### config.mk
export PLATFORM = sky130hd
export DESIGN_NAME = spi_tx_serializer_flat
export DESIGN_NICKNAME = d
export VERILOG_FILES = /design/src/rtl/spi_tx_serializer_if.sv /design/src/rtl/spi_tx_serializer.sv /design/src/flat_wrapper.sv
export SDC_FILE = /design/constraint.sdc
export NUM_CORES = 1
export LEC_CHECK = 0
export CAP_MARGIN = 20
export CORE_MARGIN = 2
export CORE_UTILIZATION = 40
export DETAILED_ROUTE_END_ITERATION = 8
export MAX_ROUTING_LAYER = met4
export SLEW_MARGIN = 25
export SYNTH_ARGS = -nofsm -noshare
export SYNTH_HDL_FRONTEND = slang
export SYNTH_SLANG_ARGS = --single-unit
### constraint.sdc
create_clock -name spi_clk -period 2.08 [get_ports spi_clk]
set_input_delay 0.416 -clock spi_clk [delete_from_list [all_inputs] [get_ports spi_clk]]
set_output_delay 0.416 -clock spi_clk [all_outputs]
set_load 0.05 [all_outputs]
### src/rtl/spi_tx_serializer_if.sv
// spi_tx_serializer_if
//   Bundles the FIFO read side and the SPI master pins of spi_tx_serializer.
//   master : serializer side (consumes enable/fifo_e/rx_data, drives the rest)
//   slave  : environment side (FIFO + SPI target + control)
// Signals:
//   enable    permits new byte fetches
//   fifo_e    FIFO empty flag
//   rx_data   FIFO read data, valid one cycle after rx_ready
//   rx_ready  one-cycle pop request
//   sclk/mosi/cs_n  SPI mode-0 master pins
//   busy      serializer not idle
//   byte_done one-cycle pulse per transmitted byte
//   tx_count  bytes transmitted since reset (wraps)
interface spi_tx_serializer_if;
  logic        enable;
  logic        fifo_e;
  logic [7:0]  rx_data;
  logic        rx_ready;
  logic        sclk;
  logic        mosi;
  logic        cs_n;
  logic        busy;
  logic        byte_done;
  logic [15:0] tx_count;

  modport master (
    input  enable, fifo_e, rx_data,
    output rx_ready, sclk, mosi, cs_n, busy, byte_done, tx_count
  );

  modport slave (
    output enable, fifo_e, rx_data,
    input  rx_ready, sclk, mosi, cs_n, busy, byte_done, tx_count
  );
endinterface

### src/rtl/spi_tx_serializer.sv
// spi_tx_serializer
//   Pops bytes from a FIFO read port and shifts them out as SPI mode-0 master
//   frames. cs_n stays low across back-to-back bytes while the FIFO has data
//   and is released CS_HOLD cycles after the frame ends (FIFO drained or
//   enable low).
// Parameters:
//   CLK_DIV  spi_clk cycles per sclk half-period (1..255)
//   CS_HOLD  spi_clk cycles of cs_n hold in HOLD before release (1..255)
// Ports:
//   spi_clk  sole clock, posedge
//   rst      synchronous active-high reset
//   bus      spi_tx_serializer_if.master (FIFO read side + SPI pins + status)
// Build option:
//   SPI_TX_LSB_FIRST_EN  when defined, bits go out LSB first (default MSB first)
module spi_tx_serializer #(
  parameter int unsigned CLK_DIV = 4,
  parameter int unsigned CS_HOLD = 2
) (
  input  logic                       spi_clk,
  input  logic                       rst,
  spi_tx_serializer_if.master        bus
);

  typedef enum logic [2:0] {IDLE, REQ, WAIT, LOAD, SHIFT, NEXT, HOLD} state_t;

  localparam logic [7:0] DIV_LAST  = 8'(CLK_DIV - 1);
  localparam logic [7:0] HOLD_LAST = 8'(CS_HOLD - 1);

  state_t      state_q, state_d;
  logic [7:0]  shift_q, shift_d;
  logic [2:0]  bit_q, bit_d;
  logic [7:0]  div_q, div_d;
  logic [7:0]  hold_q, hold_d;
  logic        rx_ready_q, rx_ready_d;
  logic        sclk_q, sclk_d;
  logic        mosi_q, mosi_d;
  logic        cs_n_q, cs_n_d;
  logic        busy_q, busy_d;
  logic        byte_done_q, byte_done_d;
  logic [15:0] tx_count_q, tx_count_d;

  logic        fetch;
  logic        first_bit;
  logic        next_bit;
  logic [7:0]  shifted;

  assign fetch = bus.enable && !bus.fifo_e;

`ifdef SPI_TX_LSB_FIRST_EN
  assign first_bit = shift_q[0];
  assign next_bit  = shift_q[1];
  assign shifted   = {1'b0, shift_q[7:1]};
`else
  assign first_bit = shift_q[7];
  assign next_bit  = shift_q[6];
  assign shifted   = {shift_q[6:0], 1'b0};
`endif

  // Every output is computed here as a next value and registered below.
  // rx_ready is raised on entry to REQ so the FIFO sees it during REQ;
  // the other per-state actions land on the state's closing edge.
  always_comb begin
    state_d     = state_q;
    shift_d     = shift_q;
    bit_d       = bit_q;
    div_d       = div_q;
    hold_d      = hold_q;
    rx_ready_d  = 1'b0;
    sclk_d      = 1'b0;
    mosi_d      = mosi_q;
    cs_n_d      = cs_n_q;
    byte_done_d = 1'b0;
    tx_count_d  = tx_count_q;

    unique case (state_q)
      IDLE: begin
        cs_n_d = 1'b1;
        if (fetch) begin
          state_d    = REQ;
          rx_ready_d = 1'b1;
        end
      end
      REQ: state_d = WAIT;
      WAIT: begin
        shift_d = bus.rx_data;
        state_d = LOAD;
      end
      LOAD: begin
        cs_n_d  = 1'b0;
        mosi_d  = first_bit;
        bit_d   = '0;
        div_d   = '0;
        state_d = SHIFT;
      end
      SHIFT: begin
        sclk_d = sclk_q;
        if (div_q == DIV_LAST) begin
          div_d  = '0;
          sclk_d = ~sclk_q;
          if (sclk_q) begin
            bit_d = bit_q + 3'd1;
            if (bit_q == 3'd7) begin
              byte_done_d = 1'b1;
              tx_count_d  = tx_count_q + 16'd1;
              state_d     = NEXT;
            end else begin
              shift_d = shifted;
              mosi_d  = next_bit;
            end
          end
        end else begin
          div_d = div_q + 8'd1;
        end
      end
      NEXT: begin
        if (fetch) begin
          state_d    = REQ;
          rx_ready_d = 1'b1;
        end else begin
          state_d = HOLD;
          hold_d  = '0;
        end
      end
      HOLD: begin
        if (hold_q == HOLD_LAST) begin
          cs_n_d  = 1'b1;
          state_d = IDLE;
        end else begin
          hold_d = hold_q + 8'd1;
        end
      end
      default: state_d = IDLE;
    endcase

    busy_d = (state_d != IDLE);
  end

  always_ff @(posedge spi_clk) begin
    if (rst) begin
      state_q     <= IDLE;
      shift_q     <= '0;
      bit_q       <= '0;
      div_q       <= '0;
      hold_q      <= '0;
      rx_ready_q  <= 1'b0;
      sclk_q      <= 1'b0;
      mosi_q      <= 1'b0;
      cs_n_q      <= 1'b1;
      busy_q      <= 1'b0;
      byte_done_q <= 1'b0;
      tx_count_q  <= '0;
    end else begin
      state_q     <= state_d;
      shift_q     <= shift_d;
      bit_q       <= bit_d;
      div_q       <= div_d;
      hold_q      <= hold_d;
      rx_ready_q  <= rx_ready_d;
      sclk_q      <= sclk_d;
      mosi_q      <= mosi_d;
      cs_n_q      <= cs_n_d;
      busy_q      <= busy_d;
      byte_done_q <= byte_done_d;
      tx_count_q  <= tx_count_d;
    end
  end

  assign bus.rx_ready  = rx_ready_q;
  assign bus.sclk      = sclk_q;
  assign bus.mosi      = mosi_q;
  assign bus.cs_n      = cs_n_q;
  assign bus.busy      = busy_q;
  assign bus.byte_done = byte_done_q;
  assign bus.tx_count  = tx_count_q;

endmodule
### src/flat_wrapper.sv
// flat-port wrapper written by rule: the top's interface ports become plain ports
module spi_tx_serializer_flat 
#(
  parameter int unsigned CLK_DIV = 4,
  parameter int unsigned CS_HOLD = 2
)
  (spi_clk, rst, bus_enable, bus_fifo_e, bus_rx_data, bus_rx_ready, bus_sclk, bus_mosi, bus_cs_n, bus_busy, bus_byte_done, bus_tx_count);
  spi_tx_serializer_if bus_i ();
  input  logic spi_clk;
  input  logic rst;
  input wire logic [$bits(bus_i.enable)-1:0] bus_enable;
  input wire logic [$bits(bus_i.fifo_e)-1:0] bus_fifo_e;
  input wire logic [$bits(bus_i.rx_data)-1:0] bus_rx_data;
  output wire logic [$bits(bus_i.rx_ready)-1:0] bus_rx_ready;
  output wire logic [$bits(bus_i.sclk)-1:0] bus_sclk;
  output wire logic [$bits(bus_i.mosi)-1:0] bus_mosi;
  output wire logic [$bits(bus_i.cs_n)-1:0] bus_cs_n;
  output wire logic [$bits(bus_i.busy)-1:0] bus_busy;
  output wire logic [$bits(bus_i.byte_done)-1:0] bus_byte_done;
  output wire logic [$bits(bus_i.tx_count)-1:0] bus_tx_count;
  assign bus_i.enable = bus_enable;
  assign bus_i.fifo_e = bus_fifo_e;
  assign bus_i.rx_data = bus_rx_data;
  assign bus_rx_ready = bus_i.rx_ready;
  assign bus_sclk = bus_i.sclk;
  assign bus_mosi = bus_i.mosi;
  assign bus_cs_n = bus_i.cs_n;
  assign bus_busy = bus_i.busy;
  assign bus_byte_done = bus_i.byte_done;
  assign bus_tx_count = bus_i.tx_count;
  spi_tx_serializer #(.CLK_DIV(CLK_DIV), .CS_HOLD(CS_HOLD)) u_core (.spi_clk(spi_clk), .rst(rst), .bus(bus_i));
endmodule
== Word level (Yosys, flattened, before mapping) ==
Index checks and enable logic that the tools add are counted.

* Flip-flop bits (word level): 52
* Latch bits: 0
* Memory bits (writable): 0
* Memory bits (read-only): 0
* Input port bits: 12
* Output and inout bits: 22
* Logic and storage cells: 80
* Memories: 0

* Add/subtract/negate cells: 4
* Multiply operators: 0
* Div/mod/pow operators: 0
* $lt $le $gt $ge: 0
* Equal/unequal tests: 15
* Shifts and indexed selects: 0
* Multiplexer cells: 27
* Bitwise logic cells: 4
* Reductions and logical operators: 18

{| class="wikitable"
|+ Operators by type and width
! kind !! number
|-
| 8-bit 2-to-1 mux || 6
|-
| 8-bit case mux with 2 select lines || 3
|-
| 3-bit 2-to-1 mux || 8
|-
| 3-bit case mux with 7 select lines || 1
|-
| 16-bit by 1-bit adder with 16-bit output (second input constant) || 1
|-
| 8-bit by 1-bit adder with 8-bit output (second input constant) || 2
|-
| 3-bit == test (second input constant) || 4
|-
| 4-bit AND reduction || 3
|-
| 8-bit by 1-bit == test with 1-bit output (second input constant) || 1
|-
| 8-bit by 2-bit == test with 1-bit output (second input constant) || 1
|-
| 3-bit by 2-bit == test with 1-bit output (second input constant) || 2
|-
| 1-bit 2-to-1 mux || 6
|-
| 2-bit by 1-bit != test with 1-bit output (second input constant) || 3
|-
| 2-bit != test (second input constant) || 3
|-
| 3-bit case mux with 2 select lines || 1
|-
| 3-bit AND reduction || 2
|-
| 2-bit nonzero test || 3
|-
| 3-bit nonzero test || 2
|-
| 2-bit OR reduction || 3
|-
| 1-bit inverter || 4
|-
| 4-bit OR reduction || 1
|-
| 3-bit by 1-bit adder with 3-bit output (second input constant) || 1
|-
| 3-bit by 1-bit == test with 1-bit output (second input constant) || 1
|-
| 3-bit zero test || 1
|-
| 5 further kinds || 5
|}

== Longest topological paths before layout ==
* Depth in word-level cells: 6
* Depth in mapped cells: 7
* Depth with buffers taken out: 6

== Worst setup path after synthesis ==
OpenSTA, ideal clock, no wires.

* Kind: register -> register
* Start: register u_core.sclk_q, in the netlist u_core.bus.sclk
* End: register u_core.tx_count_q[15], in the netlist u_core.bus.tx_count[15]
* Setup time: 0.121 ns
* Arrival: 1.937 ns
* Required time: 1.959 ns
* Path slack: 0.022 ns
* Stages on the path, launching flop included: 6
* Path buffers: 1
* Clock period less this slack: 2.058 ns
* Cells stage by stage: dfxtp_1 nor4bb_1 clkbuf_2 nand4_1 nor4_1 mux2_2

* Word-level cells in the longest chain between the ends: 1

{| class="wikitable"
|+ Ends and longest elaborated chain
! element !! line !! text
|-
| start: declaration || spi_tx_serializer.sv:35 || <nowiki>logic sclk_q, sclk_d;</nowiki>
|-
| start signal: assignment || spi_tx_serializer.sv:159 || <nowiki>sclk_q <= sclk_d;</nowiki>
|-
| 4-bit AND reduction (no source line) || -- ||
|-
| end signal: assignment || spi_tx_serializer.sv:164 || <nowiki>tx_count_q <= tx_count_d;</nowiki>
|-
| end: declaration || spi_tx_serializer.sv:40 || <nowiki>logic [15:0] tx_count_q, tx_count_d;</nowiki>
|}

No other way between the ends.
A chain may end at the register's enable or synchronous reset.

== Worst setup path after layout ==
* Start: register u_core.tx_count_q[12], in the netlist u_core.bus.tx_count[12]
* End: output port bus_tx_count[12]

{| class="wikitable"
|+ RTL lines
! element !! line !! text
|-
| end: declaration || flat_wrapper.sv:20 || <nowiki>output wire logic [$bits(bus_i.tx_count)-1:0] bus_tx_count;</nowiki>
|}

No word-level cell between the ends.

==> results.md <==
- Post-synthesis register bit count: 52
- Synth area leaders: dfxtp_1 39%, mux2i_1 4.9%, a21oi_1 4.2%
- Worst Clk Skew: 0.00486 ns
- Crit-path max cell delay: around 0.85 ns
- Vias after detailed routing: 2451
- CTS max path bufs: 2
- Die Wd: 85.4 um
- Crit-path slowest cell: clkdlybuf4s50_1
- First-pass GRT wire length: 11300 um
- Drt wl/cell: between 15 and 20 um
- Design Area, Final: 3340 um^2
- CTS root buffer: clkbuf_8
- # DRC: 0
- Async SR Flop Fraction: 0
- Initial antenna violation count: 0
- CP arrival: 1.61 ns
- Tightest Hold Check Type: flip-flop to flip-flop
- Setup violators final: 0
- Placed cell area: 3190 um^2
- CTS tree: built
- Layout cells sized above 1: 0.109
- P&R area growth vs syn: 26.2%
- Tmin final: 2.02 ns
- HPWL after DPL: 4720 um
- Yosys top cell area share: 0.393
- Clk pin slew, worst setup/hold paths: 0.10 ns
- Core area: around 6400 um^2
- CP startpoint kind: flip-flop
- Gr ovfl total: 0
- Final clock period utilization by the worst path: 0.973
- Slew @ Worst Pin: 0.543 ns
- Fmax: 494 MHz
- Crit path cell chain: clkdlybuf4s50_1
- Buf/Inv on CP: 1
- Routability cong.: 0.794
- Hold_buf cts: 0
- Vias per cell: between 5 and 6
- Drt initial violations: 117
- Maximum capacitance violations: 0
- Pwr/cell area: between 600 and 700 nW/um^2
- Cell Area, Synth: 2650 um^2
- Post-synthesis sequential area ratio: 0.393
- Status: complete, no violations
- Vert. Die Dim: 85.4 um
- Antenna cells: 0
- Highest-count cells in the layout ignoring fill and taps: 52 x dfxtp_1, 32 x clkdlybuf4s50_1, 29 x nand2_1, 24 x nor2_1, 22 x a21oi_1
- Vias in the first global route: 2373
- Nets: 375
- Initial Util: 0.415
- DR pass1 iterations: 4
- Remaining antenna violation count: 0
- Avg Synthesized Cell Area: 8.49 um^2
- H-Tree Depth: 2
- Gate Count Post-Synth: 312
- Worst Path Max Fanout: 6
- Fill count: ~630
- Ports: 34
- Die area: ~7300 um^2
- WS Path Type: flip-flop to primary output
- Net Count, Synth: 330
- Post-synth EDFFs: 0
- Largest net degree at the start of global routing: 26
- Site row count: 29
- Unrepaired setup endpoints after global routing: yes
- Clk sinks: 52
- Worst skew pair latency: 0.31 ns
- Yosys cell types: 52
- Num CTS Buffers: 5
- CP delay by family, top: buffers and inverters
- Most common cell after layout, fill and taps aside: dfxtp_1
- Worst Path Required: 1.66 ns
- CP endpoint kind: primary output
- Slew headroom: 0.636
- Dominant cell type by area after synthesis: dfxtp_1
- Utilization after layout: 0.524
- Final Hold Viols: 0
- IO buf count: 33
- Top_reg_cell synth: dfxtp_1
- Max VDD drop: 0.437 mV
- Leak: between 1 and 1.5 nW
- GRT Overall Usage: 0.196
- Synth warn: 0
- Routed wire length: 6660 um
- Pins Over Slew Limit: 0
[registers in the layout, indices dropped and copies added (netlist names)]
name                  count
u_core.bus.cs_n           1
u_core.shift_q            8
u_core.div_q              8
u_core.hold_q             8
u_core.bus.tx_count      16
u_core.bit_q              3
u_core.bus.sclk           1
u_core.bus.byte_done      1
u_core.bus.busy           1
u_core.bus.rx_ready       1
u_core.state_q            3
u_core.bus.mosi           1
[synth_stat cells (7+ instances only)]
master	n
clkbuf_1	10
nor2_1	24
nor2b_1	7
o21ai_0	13
mux2i_1	13
nor3_1	12
a21oi_1	22
nand2_1	29
nand3_1	17
or3_1	7
a211oi_1	9
dfxtp_1	52
[through the flow]
stage          power, W  setup TNS (ns)  setup slack, ns  hold WS [ns]  cells
6_report        0.00234               0           0.0570         0.512    435
5_1_grt         0.00246         -0.0426          -0.0426         0.552    435
4_1_cts         0.00235               0           0.0338         0.515    435
3_5_place_dp    0.00165               0           0.0735         0.501    427
3_3_place_gp    0.00165               0            0.132         0.490    427
2_1_floorplan   0.00149               0           0.0223         0.456    312
[metal layers]
metal / GRT usage / share of wire / vias up
met5: - / 0 / -
met4: 0.0635 / 0.014 / 0
met3: 0.0292 / 0.028 / 9
met2: 0.293 / 0.45 / 42
met1: 0.272 / 0.51 / 1150
li1: - / - / 1250
[layout make-up]
type | count | area, um^2 | share of cell area
multi-input cells | 240 | 1570 | 0.470
flip-flops and latches | 52 | 1040 | 0.311
clock inverters | 2 | 35.0 | 0.0105
repair buffers | 53 | 508 | 0.152
clock buffers | 6 | 72.6 | 0.0217
inverters | 5 | 18.8 | 0.00561
well taps | 77 | 96.3 | 0.0288
[cell families after synthesis]
group	synth area share
simple gates	0.307
compound gates	0.159
flops	0.393
buf+inv	0.0307
mux	0.0619
xor+xnor	0.0198
fa+ha+maj	0.0283
[power breakdown]
group / switching (W) / internal, W
clock: 0.000346 / 0.000358
combinational: 0.000315 / 0.000206
sequential: 0.0000403 / 0.00107
[worst paths after layout]
check | from | to | slack, ns | cells after the start
setup reg to reg | u_core.div_q[0] | u_core.bus.tx_count[14] | 0.13 | 6
hold reg to reg | u_core.hold_q[1] | u_core.hold_q[1] | 0.51 | 2
hold / removal | u_core.hold_q[1] | u_core.hold_q[1] | 0.51 | 2
setup / recovery | u_core.bus.tx_count[12] | bus_tx_count[12] | 0.06 | 1
[repair_timing]
item                       CTS  global route
setup endpoints to repair    0             9
gates resized for setup      0             9
setup buffers                0             0
No activity file was read; power rests on OpenSTA's default activity.
